--- src/rtl/mem_arbiter_pkg.sv ---
// Shared access-size encodings and alignment predicates for the memory arbiter.
package mem_arbiter_pkg;

  localparam int unsigned XLEN = 32;

  localparam logic [1:0] SIZE_BYTE    = 2'd0;
  localparam logic [1:0] SIZE_HALF    = 2'd1;
  localparam logic [1:0] SIZE_WORD    = 2'd2;
  localparam logic [1:0] SIZE_ILLEGAL = 2'd3;

  localparam logic [2:0] FETCH_LEN = 3'd2;

  // Data access is misaligned for odd halves, non-word-aligned words, or the illegal size.
  function automatic logic d_misaligned(input logic [1:0] size, input logic [1:0] addr_lo);
    case (size)
      SIZE_BYTE: return 1'b0;
      SIZE_HALF: return addr_lo[0];
      SIZE_WORD: return (addr_lo != 2'd0);
      default:   return 1'b1;
    endcase
  endfunction

  function automatic logic i_misaligned(input logic [1:0] addr_lo);
    return (addr_lo != 2'd0);
  endfunction

endpackage

--- src/rtl/mem_arbiter_load_extend.sv ---
// Selects the low byte/half/word of a memory read and sign- or zero-extends it.
module mem_arbiter_load_extend
  import mem_arbiter_pkg::*;
(
  input  logic [XLEN-1:0] rdata,
  input  logic [1:0]      size,
  input  logic            is_unsigned,
  output logic [XLEN-1:0] result
);

  always_comb begin
    result = '0;
    case (size)
      SIZE_BYTE: result = {{24{~is_unsigned & rdata[7]}}, rdata[7:0]};
      SIZE_HALF: result = {{16{~is_unsigned & rdata[15]}}, rdata[15:0]};
      SIZE_WORD: result = rdata;
      default:   result = '0;
    endcase
  end

endmodule

--- src/rtl/mem_arbiter.sv ---
// Arbitrates the single-port memory between fetch and load/store ports; data has
// priority, but a fetch that has lost STARVE_LIMIT cycles in a row is forced through.
module mem_arbiter
  import mem_arbiter_pkg::*;
#(
  parameter int unsigned STARVE_LIMIT = 4
) (
  input  logic        clk,
  input  logic        rst_n,
  input  logic        i_req_valid,
  output logic        i_req_ready,
  input  logic [31:0] i_addr,
  output logic        i_rsp_valid,
  output logic [31:0] i_rsp_data,
  output logic        i_rsp_err,
  input  logic        d_req_valid,
  output logic        d_req_ready,
  input  logic [31:0] d_addr,
  input  logic        d_we,
  input  logic [1:0]  d_size,
  input  logic        d_unsigned,
  input  logic [31:0] d_wdata,
  output logic        d_rsp_valid,
  output logic [31:0] d_rsp_data,
  output logic        d_rsp_err,
  output logic [31:0] mem_address,
  output logic [31:0] mem_wr_data,
  output logic        mem_wr_enable,
  output logic [2:0]  mem_write_length,
  input  logic [31:0] mem_read_data
);

  localparam int unsigned CNT_W = (STARVE_LIMIT > 0) ? $clog2(STARVE_LIMIT + 1) : 1;
  localparam logic [CNT_W-1:0] CNT_MAX = CNT_W'(STARVE_LIMIT);

  logic [CNT_W-1:0] starve_cnt;
  logic             starve_hit;
  logic             grant_i;
  logic             grant_d;
  logic             i_mis;
  logic             d_mis;
  logic [31:0]      ext_data;

  // Same-cycle grant; with STARVE_LIMIT=0 the counter sits at the limit so fetch always wins.
  always_comb begin
    starve_hit = (starve_cnt == CNT_MAX);
    grant_i    = i_req_valid & (~d_req_valid | starve_hit);
    grant_d    = d_req_valid & ~grant_i;
    i_mis      = i_misaligned(i_addr[1:0]);
    d_mis      = d_misaligned(d_size, d_addr[1:0]);
  end

  assign i_req_ready = grant_i;
  assign d_req_ready = grant_d;

  // Memory drive for the winner of this cycle.
  always_comb begin
    mem_address      = '0;
    mem_wr_data      = '0;
    mem_wr_enable    = 1'b0;
    mem_write_length = 3'd0;
    if (grant_i) begin
      mem_address      = i_addr;
      mem_write_length = FETCH_LEN;
    end else if (grant_d) begin
      mem_address      = d_addr;
      mem_wr_data      = d_wdata;
      mem_wr_enable    = d_we & ~d_mis;
      mem_write_length = {1'b0, d_size};
    end
  end

  mem_arbiter_load_extend u_load_extend (
    .rdata       (mem_read_data),
    .size        (d_size),
    .is_unsigned (d_unsigned),
    .result      (ext_data)
  );

  always_ff @(posedge clk or negedge rst_n) begin
    if (!rst_n) begin
      starve_cnt <= '0;
    end else if (i_req_valid & ~grant_i) begin
      if (starve_cnt != CNT_MAX) starve_cnt <= starve_cnt + CNT_W'(1);
    end else begin
      starve_cnt <= '0;
    end
  end

  // Responses are captured at the end of the grant cycle and strobe for one cycle.
  always_ff @(posedge clk or negedge rst_n) begin
    if (!rst_n) begin
      i_rsp_valid <= 1'b0;
      i_rsp_data  <= '0;
      i_rsp_err   <= 1'b0;
      d_rsp_valid <= 1'b0;
      d_rsp_data  <= '0;
      d_rsp_err   <= 1'b0;
    end else begin
      i_rsp_valid <= grant_i;
      i_rsp_data  <= (grant_i & ~i_mis) ? mem_read_data : '0;
      i_rsp_err   <= grant_i & i_mis;
      d_rsp_valid <= grant_d;
      d_rsp_data  <= (grant_d & ~d_we & ~d_mis) ? ext_data : '0;
      d_rsp_err   <= grant_d & d_mis;
    end
  end

endmodule

--- config.mk ---
export PLATFORM = sky130hd
export DESIGN_NAME = mem_arbiter
export DESIGN_NICKNAME = d
export VERILOG_FILES = /design/src/rtl/mem_arbiter_pkg.sv /design/src/rtl/mem_arbiter_load_extend.sv /design/src/rtl/mem_arbiter.sv
export SDC_FILE = /design/constraint.sdc
export NUM_CORES = 1
export LEC_CHECK = 0
export CORE_ASPECT_RATIO = 0.5
export CORE_MARGIN = 1.5
export CORE_UTILIZATION = 31
export DETAILED_ROUTE_END_ITERATION = 8
export PLACE_DENSITY_LB_ADDON = 0.15
export SYNTH_ARGS = -nofsm -noshare
export SYNTH_HDL_FRONTEND = slang
export SYNTH_SLANG_ARGS = --single-unit
--- constraint.sdc ---
create_clock -name clk -period 2.8 [get_ports clk]
set_input_delay 0.84 -clock clk [delete_from_list [all_inputs] [get_ports clk]]
set_output_delay 0.84 -clock clk [all_outputs]
set_load 0.05 [all_outputs]
==> results.py <==
metrics = {
    "floorplanning": {
        "die_h_um": 73.6,
        "initial_core_util_pct": 32.2,
        "io_pins": 274,
        "die-area_mm2": 0.0106,
        "die_w_um": 144,
        "core_mm2": 0.00957,
        "row_count": 25,
    },
    "grt": {
        "grt_util_all_layers_pct": 21.7,
        "grt_pass1_vias": 3228,
        "grt_pass1_wl_um": 17200,
        "overflow": 0,
        "antenna_found_initial": 2,
        "grt_max_degree": 37,
    },
    "placement": {
        "dpl_cell_area_mm2": 0.00633,
        "place_hpwl_um": 9110,
        "portBuffers": 272,
        "place_ws_ns": -0.219,
        "gp_congestion": 0.787,
    },
    "setup_path": {
        "crit_path_end_kind": "primary output",
        "cp-start-kind": "register",
        "crit_type": "register to primary output",
        "timing.critical_path.arrival_ns": 1.88,
        "cp.required_ns": 1.96,
        "cp_max_fo": 9,
    },
    "synth": {
        "syn_area_per_cell_um2": 10.7,
        "yosys.area.top_type": "dfrtp_1",
        "synth_area_mm2": 0.00309,
        "synth.area.mux_share_pct": 0.649,
        "synth_edf_count": 0,
        "yosys.area_share.simple_pct": 19.8,
        "synth.top_cell.area_share_pct": 57.6,
        "synthAdderAreaFrac_pct": 0.811,
        "synth_compound_area_share_pct": 15.1,
        "synth-seq-area-share_pct": 57.6,
        "synth-xor-area-share_pct": 0.284,
        "async_reset_ff_share_pct": 100,
        "synth_top_family_by_area": "simple AND/OR/NAND/NOR gates",
        "ys_ff_latch": 71,
        "synthCells": 288,
        "yosysUniqueCellTypes": 31,
        "ys.flop_type": "dfrtp_1",
        "synthesis.nets": 426,
        "synthTopCellsByArea": "dfrtp_1 (58%), a22o_1 (9.1%), and3_1 (6.9%), and2_1 (6.5%), a21oi_1 (4.1%)",
        "ys_warn_count": 0,
    },
    "final_layout": {
        "nets": 709,
        "syn2layout_area_growth_pct": 120,
        "drive_gt1_share_pct": 23.8,
        "fin_util_pct": 71.1,
        "multi_input_area_mm2": 0.00122,
        "regArea_mm2": 0.00178,
        "stdcell_area_mm2": 0.00681,
        "nFillCells": 728,
    },
    "drt": {
        "initialDrtViolationCount": 75,
        "wl_per_cell_um": 16.8,
        "ant_nets": 0,
        "drt_wl_total_um": 12000,
        "via_per_inst": 4.53,
        "via_count": 3218,
        "drc_errors": 0,
        "dr.pass1.iters": 4,
    },
    "timing": {
        "finalSetupTns_ns": 0,
        "period_needed_ns": 2.72,
        "fin_crit_sh_pct": 97.1,
        "setup_ws_ns": 0.0808,
        "finClkSkew_ns": 0.00315,
        "finalHoldViolCount": 0,
        "rsz0062_at_grt": "no",
        "worst_slew_pin_slew_ns": 0.603,
        "fmax_mhz": 368,
        "final-setup-viol-count": 0,
        "slew_viol_final": 0,
        "max_slew_margin_pct": 59.6,
    },
    "clock_tree": {
        "clk_pin_slew_ns": 0.05,
        "cts_hold_buffers": 0,
        "numCtsBuffers": 9,
        "htreeDepth": 3,
        "cts_tree": "done",
        "clk_latency_ns": 0.32,
        "cts.sinks": 71,
        "root_buffer": "clkbuf_16",
        "cts.path.max_buffers": 2,
    },
    "power_and_ir_drop": {
        "leakage_uw": 0.00321,
        "ir_drop_uv": 291,
        "power_density_mw_per_mm2": 474,
    },
    "job": {
        "drv_cap": 0,
    },
    "run_status": {
        "status": "finished clean",
    },
    "worst_hold_path": {
        "hold_path_class": "primary input to async pin",
    },
}
power breakdown:
part           leakage [µW]  switching [µW]  internal [µW]
combinational       0.00208             519            472
sequential         0.000976            6.67           1050
clock              0.000151             407            772
total               0.00321             932           2290
synthesized netlist by cell type (2+ instances only):
| master | number |
|---|---|
| clkbuf_2 | 4 |
| buf_2 | 10 |
| nand2_1 | 18 |
| and2_1 | 32 |
| clkbuf_1 | 8 |
| buf_4 | 2 |
| a22o_1 | 32 |
| inv_1 | 12 |
| nor2_1 | 19 |
| and3_1 | 34 |
| dfrtp_1 | 71 |
| ha_1 | 2 |
| mux2i_1 | 2 |
| a21oi_1 | 25 |
critical path, stage by stage, from the launching register on:
cell and delay, ns:
dfrtp_1 0.39, inv_1 0.06, ha_2 0.21, nand2_2 0.09, a21oi_4 0.15, buf_12 0.14
clkbuf_16 0.16, a22o_1 0.19, buf_12 0.15
metal layers:
metal | vias up | global-route usage (%) | share of wire (%)
li1 | 1544 | - | -
met1 | 1549 | 25.6 | 40
met2 | 109 | 38.0 | 52
met3 | 14 | 7.56 | 6.7
met4 | 2 | 6.01 | 1.4
met5 | - | 0 | 0.11
layout make-up:
class	count	share of cell area [%]
repair buffers	297	48.1
flip-flops and latches	71	26.1
multi-input cells	179	18.0
clock buffers	9	3.31
well taps	135	2.48
clock inverters	6	1.27
inverters	13	0.717
diodes	1	0.0368
cells in the final DEF, fill, tap and decap left out, types with 11 or more instances in the layout:
master and count:
and2_1 32, buf_4 49, clkdlybuf4s50_1 196, a22o_1 18
and3_1 33, nor2_1 19, inv_1 11, buf_12 41
nand2_1 18, a21oi_1 25, clkbuf_16 11, dfrtp_1 71
registers in the layout, indices dropped and copies added (netlist names):
signal / count
d_rsp_data: 32
i_rsp_data: 32
starve_cnt: 3
d_rsp_err: 1
d_rsp_valid: 1
i_rsp_err: 1
i_rsp_valid: 1
logic make-up after synthesis:
logic type	Yosys count
xor gates and xnor gates	1
muxes	2
adders and majority gates	2
buffers and inverters	38
DFF	71
other	1
AOI/OAI and AO/OA	62
and+or+nand+nor	111
through the flow:
step                      cells  hold slack (ns)  power, µW
after detailed placement    689            0.458       2040
after CTS                   704            0.435       3220
final                       711            0.430       3230
after floorplan             288            0.435       1520
after global placement      689            0.456       2040
after global routing        711            0.453       3330
worst paths after layout:
kind / startpoint / end / slack (ns) / depth (start not counted)
max: starve_cnt[0]$_DFFE_PN0P_ / mem_address[11] / 0.08 / 8
min: rst_n / i_rsp_data[0]$_DFF_PN0_ / 0.43 / 1
max reg2reg: starve_cnt[0]$_DFFE_PN0P_ / i_rsp_data[4]$_DFF_PN0_ / 0.94 / 7
min reg2reg: starve_cnt[0]$_DFFE_PN0P_ / starve_cnt[0]$_DFFE_PN0P_ / 0.47 / 1
max in group asynchronous: rst_n / i_rsp_data[3]$_DFF_PN0_ / 1.68 / 2
min in group clk: starve_cnt[0]$_DFFE_PN0P_ / starve_cnt[0]$_DFFE_PN0P_ / 0.47 / 1
timing repair:
item,in CTS,in global routing
gates resized for setup,7,14
setup endpoints to repair,68,32
pin swaps,1,2
gates cloned,0,4
setup buffers,0,2
No activity file was read; power rests on OpenSTA's default activity.
